[src/rtl/pport_responder.sv]
`default_nettype none
// ============================================================================
// Module   : pport_responder
// Purpose  : VM1 bus target with DATA/STATUS registers, output byte FIFO,
//            input byte latch and FIFO-empty interrupt.
// Revision : 1.0 - initial release
// ============================================================================
module pport_responder #(
  parameter logic [15:0] BASE_ADDR   = 16'o177714,
  parameter int          FIFO_DEPTH  = 16,
  parameter int          WAIT_STATES = 1
) (
  input  logic        clk_sys,
  input  logic        reset,
  input  logic        ce_bus,
  input  logic [15:0] bus_addr,
  input  logic        bus_sync,
  input  logic        bus_stb,
  input  logic        bus_we,
  input  logic [1:0]  bus_wtbt,
  input  logic [15:0] bus_din,
  output logic [15:0] bus_dout,
  output logic        bus_ack,
  output logic [7:0]  out_data,
  output logic        out_valid,
  input  logic        out_ready,
  input  logic [7:0]  in_data,
  input  logic        in_strobe,
  output logic        irq
);

  localparam int         AW = $clog2(FIFO_DEPTH);
  localparam int         CW = AW + 1;
  localparam logic [2:0] WS = 3'(WAIT_STATES);

  typedef enum logic [1:0] {
    S_IDLE = 2'd0,
    S_WAIT = 2'd1,
    S_ACK  = 2'd2
  } state_t;

  state_t      state, state_nx;
  logic [2:0]  wcnt, wcnt_nx;
  logic        sel, start, effect;

  logic        lat_we, lat_reg, lat_wtbt0;
  logic [7:0]  lat_din;
  logic        e_we, e_reg, e_wtbt0;
  logic [7:0]  e_din;

  logic        push_req, push, pop, flush, set_irq_en, rd_data, rd_status;
  logic [7:0]  mem [FIFO_DEPTH];
  logic [AW-1:0] wr_ptr, rd_ptr;
  logic [CW-1:0] count;
  logic        full, empty;

  logic        ovf, irq_en, in_full;
  logic [7:0]  in_latch;
  logic [6:0]  cnt7;
  logic [15:0] status_word, rdata;
  logic        unused_bits;

  assign unused_bits = ^{bus_din[15:8], bus_wtbt[1], bus_addr[0]};

  assign sel = bus_sync & (bus_addr[15:2] == BASE_ADDR[15:2]);

  always_ff @(posedge clk_sys) begin
    if (reset) begin
      state <= S_IDLE;
      wcnt  <= 3'd0;
    end else begin
      state <= state_nx;
      wcnt  <= wcnt_nx;
    end
  end

  always_comb begin
    state_nx = state;
    wcnt_nx  = wcnt;
    start    = 1'b0;
    effect   = 1'b0;
    if (ce_bus) begin
      case (state)
        S_IDLE: begin
          if (sel & bus_stb) begin
            start = 1'b1;
            if (WAIT_STATES == 0) begin
              state_nx = S_ACK;
              effect   = 1'b1;
            end else begin
              state_nx = S_WAIT;
              wcnt_nx  = WS;
            end
          end
        end
        S_WAIT: begin
          if (wcnt == 3'd0) begin
            state_nx = S_ACK;
            effect   = 1'b1;
          end else begin
            wcnt_nx = wcnt - 3'd1;
          end
        end
        S_ACK: begin
          if (!bus_stb) state_nx = S_IDLE;
        end
        default: state_nx = S_IDLE;
      endcase
    end
  end

  always_ff @(posedge clk_sys) begin
    if (reset) begin
      lat_we    <= 1'b0;
      lat_reg   <= 1'b0;
      lat_wtbt0 <= 1'b0;
      lat_din   <= 8'h00;
    end else if (start) begin
      lat_we    <= bus_we;
      lat_reg   <= bus_addr[1];
      lat_wtbt0 <= bus_wtbt[0];
      lat_din   <= bus_din[7:0];
    end
  end

  // Zero-wait-state cycles execute on the detect tick, before the latch loads.
  always_comb begin
    if (state == S_IDLE) begin
      e_we    = bus_we;
      e_reg   = bus_addr[1];
      e_wtbt0 = bus_wtbt[0];
      e_din   = bus_din[7:0];
    end else begin
      e_we    = lat_we;
      e_reg   = lat_reg;
      e_wtbt0 = lat_wtbt0;
      e_din   = lat_din;
    end
  end

  assign push_req   = effect & e_we & ~e_reg & e_wtbt0;
  assign set_irq_en = effect & e_we & e_reg & e_wtbt0;
  assign flush      = set_irq_en & e_din[0];
  assign rd_data    = effect & ~e_we & ~e_reg;
  assign rd_status  = effect & ~e_we & e_reg;

  assign full  = (count == CW'(FIFO_DEPTH));
  assign empty = (count == '0);
  assign pop   = ~empty & out_ready;
  assign push  = push_req & (~full | pop) & ~flush;

  always_ff @(posedge clk_sys) begin
    if (reset || flush) begin
      wr_ptr <= '0;
      rd_ptr <= '0;
      count  <= '0;
    end else begin
      if (push) wr_ptr <= wr_ptr + AW'(1);
      if (pop)  rd_ptr <= rd_ptr + AW'(1);
      if (push & ~pop)      count <= count + CW'(1);
      else if (pop & ~push) count <= count - CW'(1);
    end
  end

  always_ff @(posedge clk_sys) begin
    if (push) mem[wr_ptr] <= e_din;
  end

  assign out_valid = ~empty;
  assign out_data  = empty ? 8'h00 : mem[rd_ptr];

  always_ff @(posedge clk_sys) begin
    if (reset) begin
      ovf      <= 1'b0;
      irq_en   <= 1'b0;
      in_full  <= 1'b0;
      in_latch <= 8'h00;
      irq      <= 1'b0;
    end else begin
      if (push_req & full & ~pop) ovf <= 1'b1;
      else if (rd_status)         ovf <= 1'b0;
      if (set_irq_en) irq_en <= e_din[6];
      // A fresh input byte outranks the clear from a concurrent DATA read.
      if (in_strobe) begin
        in_latch <= in_data;
        in_full  <= 1'b1;
      end else if (rd_data) begin
        in_full <= 1'b0;
      end
      irq <= irq_en & empty;
    end
  end

  always_comb begin
    cnt7 = '0;
    cnt7[CW-1:0] = count;
    status_word = {ovf, cnt7, empty, irq_en, full, in_full, 4'b0000};
  end

  // Read word is captured at ACK entry so the clear-on-read cannot alter it.
  always_ff @(posedge clk_sys) begin
    if (reset) begin
      rdata <= 16'h0000;
    end else if (effect & ~e_we) begin
      rdata <= e_reg ? status_word : {8'h00, in_latch};
    end
  end

  assign bus_ack  = (state == S_ACK);
  assign bus_dout = (state == S_ACK && !lat_we) ? rdata : 16'h0000;

endmodule
`default_nettype wire

[config.mk]
export PLATFORM = sky130hd
export DESIGN_NAME = pport_responder
export DESIGN_NICKNAME = d
export VERILOG_FILES = /design/src/rtl/pport_responder.sv
export SDC_FILE = /design/constraint.sdc
export NUM_CORES = 1
export LEC_CHECK = 0
export CORE_MARGIN = 2
export CORE_UTILIZATION = 50
export CTS_CLUSTER_SIZE = 20
export DETAILED_ROUTE_END_ITERATION = 16
export PLACE_DENSITY = 0.78
export SKIP_CTS_REPAIR_TIMING = 1
export SYNTH_ARGS = -nofsm -noshare
export SYNTH_HDL_FRONTEND = slang
export SYNTH_SLANG_ARGS = --single-unit
[constraint.sdc]
create_clock -name clk_sys -period 5 [get_ports clk_sys]
set_input_delay 1.5 -clock clk_sys [delete_from_list [all_inputs] [get_ports clk_sys]]
set_output_delay 1.5 -clock clk_sys [all_outputs]
set_load 0.02 [all_outputs]
==> results of run 1 <==
-- cell usage after synthesis, types with 7 or more instances --
| master | n |
|---|---|
| mux2_2 | 9 |
| dfxtp_1 | 59 |
| clkbuf_1 | 25 |
| o21ai_0 | 17 |
| o22ai_1 | 8 |
| ha_1 | 11 |
| edfxtp_1 | 128 |
| nand3_1 | 24 |
| mux2i_1 | 26 |
| and2_1 | 17 |
| inv_1 | 14 |
| a22oi_1 | 7 |
| mux4_2 | 32 |
| nor2_1 | 42 |
| nand2_1 | 20 |
| nor3_1 | 9 |
| a21oi_1 | 29 |
-- path summary, 6_finish.rpt --
check                                        endpoint  slack, ns  cells after the start             startpoint
worst min-delay path            rdata[2]$_SDFFE_PP0P_       0.46                      2  rdata[2]$_SDFFE_PP0P_
worst max register to register  count[4]$_SDFFE_PP0P_       1.46                     10  count[0]$_SDFFE_PP0P_
worst min register to register  rdata[2]$_SDFFE_PP0P_       0.46                      2  rdata[2]$_SDFFE_PP0P_
worst max-delay path                      out_data[1]       0.64                      5                   flop
-- cells by family after synthesis --
| kind of cell | after synthesis |
|---|---|
| DFF | 187 |
| and+or+nand+nor | 144 |
| AOI/OAI and AO/OA | 88 |
| muxes | 67 |
| buffers and inverters | 50 |
| adders and majority gates | 12 |
| xor gates and xnor gates | 4 |
| other | 1 |
-- worst max-delay path, cell delays in order (launching register included) --
cell	delay, ns
dfxtp_2	0.56
buf_4	0.37
mux4_2	0.55
mux2i_1	0.25
o22ai_1	0.13
clkdlybuf4s50_1	0.55
-- layout by cell type, fill, tap and decap left out, types with 5 or more instances in the layout --
cell type / netlist / final
a211oi_1: 5 / 5
a21oi_1: 29 / 29
a22oi_1: 7 / 7
and2_1: 17 / 17
buf_4: 3 / 14
clkbuf_16: 0 / 17
clkdlybuf4s50_1: 0 / 64
dfxtp_1: 59 / 58
edfxtp_1: 128 / 128
ha_1: 11 / 11
inv_1: 14 / 14
mux2_2: 9 / 9
mux2i_1: 26 / 26
mux4_2: 32 / 32
nand2_1: 20 / 20
nand2b_1: 5 / 5
nand3_1: 24 / 24
nor2_1: 42 / 42
nor2b_1: 5 / 5
nor3_1: 9 / 9
o211ai_1: 5 / 5
o21ai_0: 17 / 17
o22ai_1: 8 / 8
-- per-stage QoR --
| step | util [%] | hold WS, ns | instance area (sq um) | setup slack, ns |
|---|---|---|---|---|
| floorplan | - | 0.4273 | 7797 | 0.9599 |
| global placement | 56.69 | 0.4375 | 8618 | 0.4698 |
| detailed placement | 56.69 | 0.4492 | 8618 | 0.4088 |
| CTS | 60.62 | 0.4568 | 9215 | 0.5745 |
| global route | 60.62 | 0.4741 | 9215 | 0.5063 |
| finish | 60.62 | 0.4563 | 9215 | 0.6436 |
-- per-layer routing --
metal	vias to the layer above	track usage, %
met5	-	0
met4	0	9.015
met3	34	6.279
met2	203	35.61
met1	2392	27.13
li1	2222	-
-- area by class of cell --
type | count | area, sq um | area share (%)
inverters | 14 | 52.55 | 0.5703
repair buffers | 78 | 745.7 | 8.092
well taps | 188 | 235.2 | 2.553
clock inverters | 14 | 167.7 | 1.819
multi-input cells | 317 | 2559 | 27.77
flip-flops and latches | 187 | 5026 | 54.54
clock buffers | 18 | 429.2 | 4.657
-- power by group through the flow --
stage	Combinational, W	Clock, W	Sequential [W]
CTS	0.000905	0.00138	0.00174
floorplan	0.000628	0	0.00174
finish	0.000903	0.00136	0.00174
global placement	0.000858	0	0.00177
detailed placement	0.000890	0	0.00177
global route	0.000965	0.00145	0.00175
==> reports/metrics.csv, run 1 <==
metric;value;unit
P_leak;2.983;nW
FMAX;229.5;MHz
xor and xnor area share after synthesis;0.4495;%
sequential fraction of the synthesis area;64.47;%
Remaining DRCs;0;
global placement routability congestion;0.7882;
Yosys reg bits;187;
Worst-Margin Slew;1.059;ns
Die X;128.9;um
Clock Pin Slew Worst Setup and Hold Paths;0.07;ns
Top Registers;mem x128, rdata x14;
slew margin rel.;29.13;%
CTS tree;done;
CP required;3.50;ns
cell taking the most area after synthesis;edfxtp_1;
Synth Area in Simple Gates;9.456;%
I/O Pins;77;
largest family of logic cells by synthesized area;multiplexers;
endpoint class of the critical path;output port;
hpwl dp;10850;um
area added between synthesis and finish;18.24;%
Pwr Total;0.004008;W
antenna diode count;0;
Worst Setup Start Kind;flop;
Max Used Layer;met4;
compound-gate portion of the synthesized area;6.919;%
crit share post-route;87.13;%
multiplexer share of the synthesized area;13.89;%
DR vias/cell;5.945;
final hold vios;0;
routed vias;4851;
largest vdd supply drop;0.0002648;V
maxcap violations;0;
power per cell area;435.0;nW/um^2
post-route insts no fill;816;
initial DRC count;476;
Root Buffer;clkbuf_16;
clock share of power;34.0;%
Max H-tree Level;4;
post-DR wirelength/cell;20.77;um
placed cells;784;
vias in the first global route;4965;
internal power;0.002898;W
Overflow after GRT;0;
GRT Resource Usage Total;21.67;%
number of antenna violations at the first check in global routing;0;
Net Sw Frac;27.70;%
Biggest register;mem;
NumNets Final;677;
CTS max path bufs;2;
minimum clock period;4.356;ns
core area;15200;sq um
post-synth top area share;49.32;%
Largest register FFs;128;
fillers;1147;
Slew Limit Fails;0;
Layout Skew;0.008156;ns
combinational share of power;22.5;%
area of the mapped netlist;7794;sq um
number of CTS-inserted buffers;17;
final antenna-violating net count;0;
clk_lat worst skew;0.43;ns
share of cells above drive strength 1;14.49;%
num rows;45;
EDFF count, synth;128;
Die Ht;128.9;um
Worst EP arrival;2.86;ns
Final setup viols;0;
Top FF cell, synth;edfxtp_1;
# port buffers;64;
setup_tns;0;ns
worst hold path class;reg2reg;
post-synthesis adder-cell area fraction;2.023;%
WL final;16950;um
status;completed;
Pre-antenna DRT Iters;5;
routed wl met2;8465;um
die area;16600;sq um
sequential power share;43.5;%
CP Class;reg2out;
WL met3;1110;um
global-route wire length before repair;26300;um
ys async rst share;0;%
unrepaired setup endpoints after global routing;no;
synthesized instance count;553;
net switching power;0.001110;W
largest net degree at the start of global routing;33;
Starting Density;51.27;%
largest cells by area after synthesis;edfxtp_1 (49%), dfxtp_1 (15%), mux4_2 (9.2%), mux2i_1 (3.3%), nor2_1 (2.0%);
total clock sinks;187;
CP max FO;14;
post-synth cell types;53;
Post-Syn Area per Cell;14.09;sq um
Yosys warnings;0;
DRT met1 WL;6902;um
Note: power is estimated with default switching activity, not from simulation.
==> run 2, diff against run 1 <==
--- a/config.mk
+++ b/config.mk
@@ -9,7 +9,7 @@
 export CORE_UTILIZATION = 50
 export CTS_CLUSTER_SIZE = 20
 export DETAILED_ROUTE_END_ITERATION = 16
-export PLACE_DENSITY = 0.78
+export PLACE_DENSITY = 0.71
 export SKIP_CTS_REPAIR_TIMING = 1
 export SYNTH_ARGS = -nofsm -noshare
 export SYNTH_HDL_FRONTEND = slang
==> run 2 against run 1 <==
Effect of this change:
- clock skew rose by 0.0018 ns
- first-iteration DRC count fell by 20%
- utilization up 0.22 points
- sequential share of layout area down 0.20 points
- combinational power is 3.9% lower
- global-route usage fell by 1.5 points
- critical endpoint is now out_data[7]
- largest power group unchanged
- highest routed layer unchanged
==> reports/metrics.csv, run 2 (synthesis gave the netlist of run 1 again) <==
metric;value;unit
minimum clock period;4.385;ns
crit share post-route;87.71;%
GRT Resource Usage Total;20.15;%
global placement routability congestion;0.8127;
maxcap violations;0;
Remaining DRCs;0;
Worst Setup Start Kind;flop;
Worst-Margin Slew;1.012;ns
core area;15200;sq um
post-DR wirelength/cell;18.93;um
initial DRC count;381;
unrepaired setup endpoints after global routing;no;
NumNets Final;682;
final hold vios;0;
# port buffers;64;
vias in the first global route;4834;
Layout Skew;0.009940;ns
number of CTS-inserted buffers;17;
Final setup viols;0;
Max H-tree Level;4;
number of antenna violations at the first check in global routing;0;
endpoint class of the critical path;output port;
worst hold path class;reg2reg;
setup_tns;0;ns
CP max FO;16;
Net Sw Frac;27.43;%
largest vdd supply drop;0.0002919;V
Pwr Total;0.003967;W
share of cells above drive strength 1;15.17;%
DR vias/cell;5.767;
Largest register FFs;128;
Root Buffer;clkbuf_16;
CP required;3.50;ns
slew margin rel.;32.30;%
Overflow after GRT;0;
clock share of power;34.0;%
hpwl dp;10390;um
die area;16600;sq um
num rows;45;
P_leak;3.012;nW
total clock sinks;187;
largest net degree at the start of global routing;44;
Biggest register;mem;
Worst EP arrival;2.89;ns
power per cell area;428.9;nW/um^2
CP Class;reg2out;
net switching power;0.001088;W
most frequent cells in the layout;edfxtp_1 (128), clkdlybuf4s50_1 (64), dfxtp_1 (58), nor2_1 (42), mux4_2 (32);
I/O Pins;77;
Die X;128.9;um
CTS max path bufs;2;
Top Registers;mem x128, rdata x14;
WL final;15540;um
FMAX;228.0;MHz
global-route wire length before repair;25080;um
final antenna-violating net count;0;
commonest non-fill, non-tap cell in the layout;edfxtp_1;
clk_lat worst skew;0.43;ns
combinational share of power;21.9;%
antenna diode count;0;
Slew Limit Fails;0;
Die Ht;128.9;um
Clock Pin Slew Worst Setup and Hold Paths;0.07;ns
area added between synthesis and finish;18.67;%
status;completed;
CTS tree;done;
internal power;0.002879;W
sequential power share;44.1;%
Starting Density;51.27;%
routed vias;4735;
Pre-antenna DRT Iters;5;
[run 2: final cells by class]
cell class                 count  area [sq um]
inverter                      14         52.55
multi-input combinational    317          2559
clock buffer                  21         460.4
sequential                   187          5026
fill                        1159          5953
clock inverter                11         132.6
timing repair buffer          83         783.3
tap                          188         235.2
[run 2: per-layer routing]
| layer | global-route usage, % | part of all wire (%) |
|---|---|---|
| met1 | 25.70 | 44 |
| met2 | 33.99 | 50 |
| met3 | 5.073 | 4.5 |
| met4 | 6.586 | 1.4 |
| met5 | 0 | 0 |
[run 2: path summary, 6_finish.rpt]
kind / start / end / slack [ns] / depth (start not counted)
worst max-delay path: flop / out_data[7] / 0.61 / 5
worst min-delay path: rdata[3]$_SDFFE_PP0P_ / rdata[3]$_SDFFE_PP0P_ / 0.45 / 2
worst min register to register: rdata[3]$_SDFFE_PP0P_ / rdata[3]$_SDFFE_PP0P_ / 0.45 / 2
worst max register to register: count[0]$_SDFFE_PP0P_ / count[4]$_SDFFE_PP0P_ / 1.38 / 10
[run 2: through the flow]
stage | worst slack [ns] | hold slack, ns | cell area, sq um | utilization [%] | instances
finish | 0.6145 | 0.4545 | 9249 | 60.84 | 821
global route | 0.4259 | 0.4593 | 9249 | 60.84 | 821
CTS | 0.5256 | 0.4555 | 9249 | 60.84 | 821
detailed placement | 0.3681 | 0.4461 | 8656 | 56.94 | 789
global placement | 0.4519 | 0.4364 | 8656 | 56.94 | 789
floorplan | 0.9599 | 0.4273 | 7797 | - | 554
[run 2: power groups by stage]
stage | Sequential [W] | Combinational [W] | Clock [W]
finish | 0.00175 | 0.000868 | 0.00135
detailed placement | 0.00179 | 0.000870 | 0
global placement | 0.00179 | 0.000848 | 0
global route | 0.00176 | 0.000932 | 0.00143
floorplan | 0.00174 | 0.000628 | 0
CTS | 0.00175 | 0.000875 | 0.00137
[run 2: critical path, cell delays in order (launching register included)]
cell	delay, ns
dfxtp_2	0.67
buf_4	0.33
mux4_2	0.53
mux2i_1	0.25
o22ai_1	0.13
clkdlybuf4s50_1	0.55
==> run 3, diff against run 2 <==
--- a/config.mk
+++ b/config.mk
@@ -5,6 +5,7 @@
 export SDC_FILE = /design/constraint.sdc
 export NUM_CORES = 1
 export LEC_CHECK = 0
+export ABC_CLOCK_PERIOD_IN_PS = 5000
 export CORE_MARGIN = 2
 export CORE_UTILIZATION = 50
 export CTS_CLUSTER_SIZE = 20
==> results of run 3 <==
Final layout, timing and power as in run 2 (identical DEF).
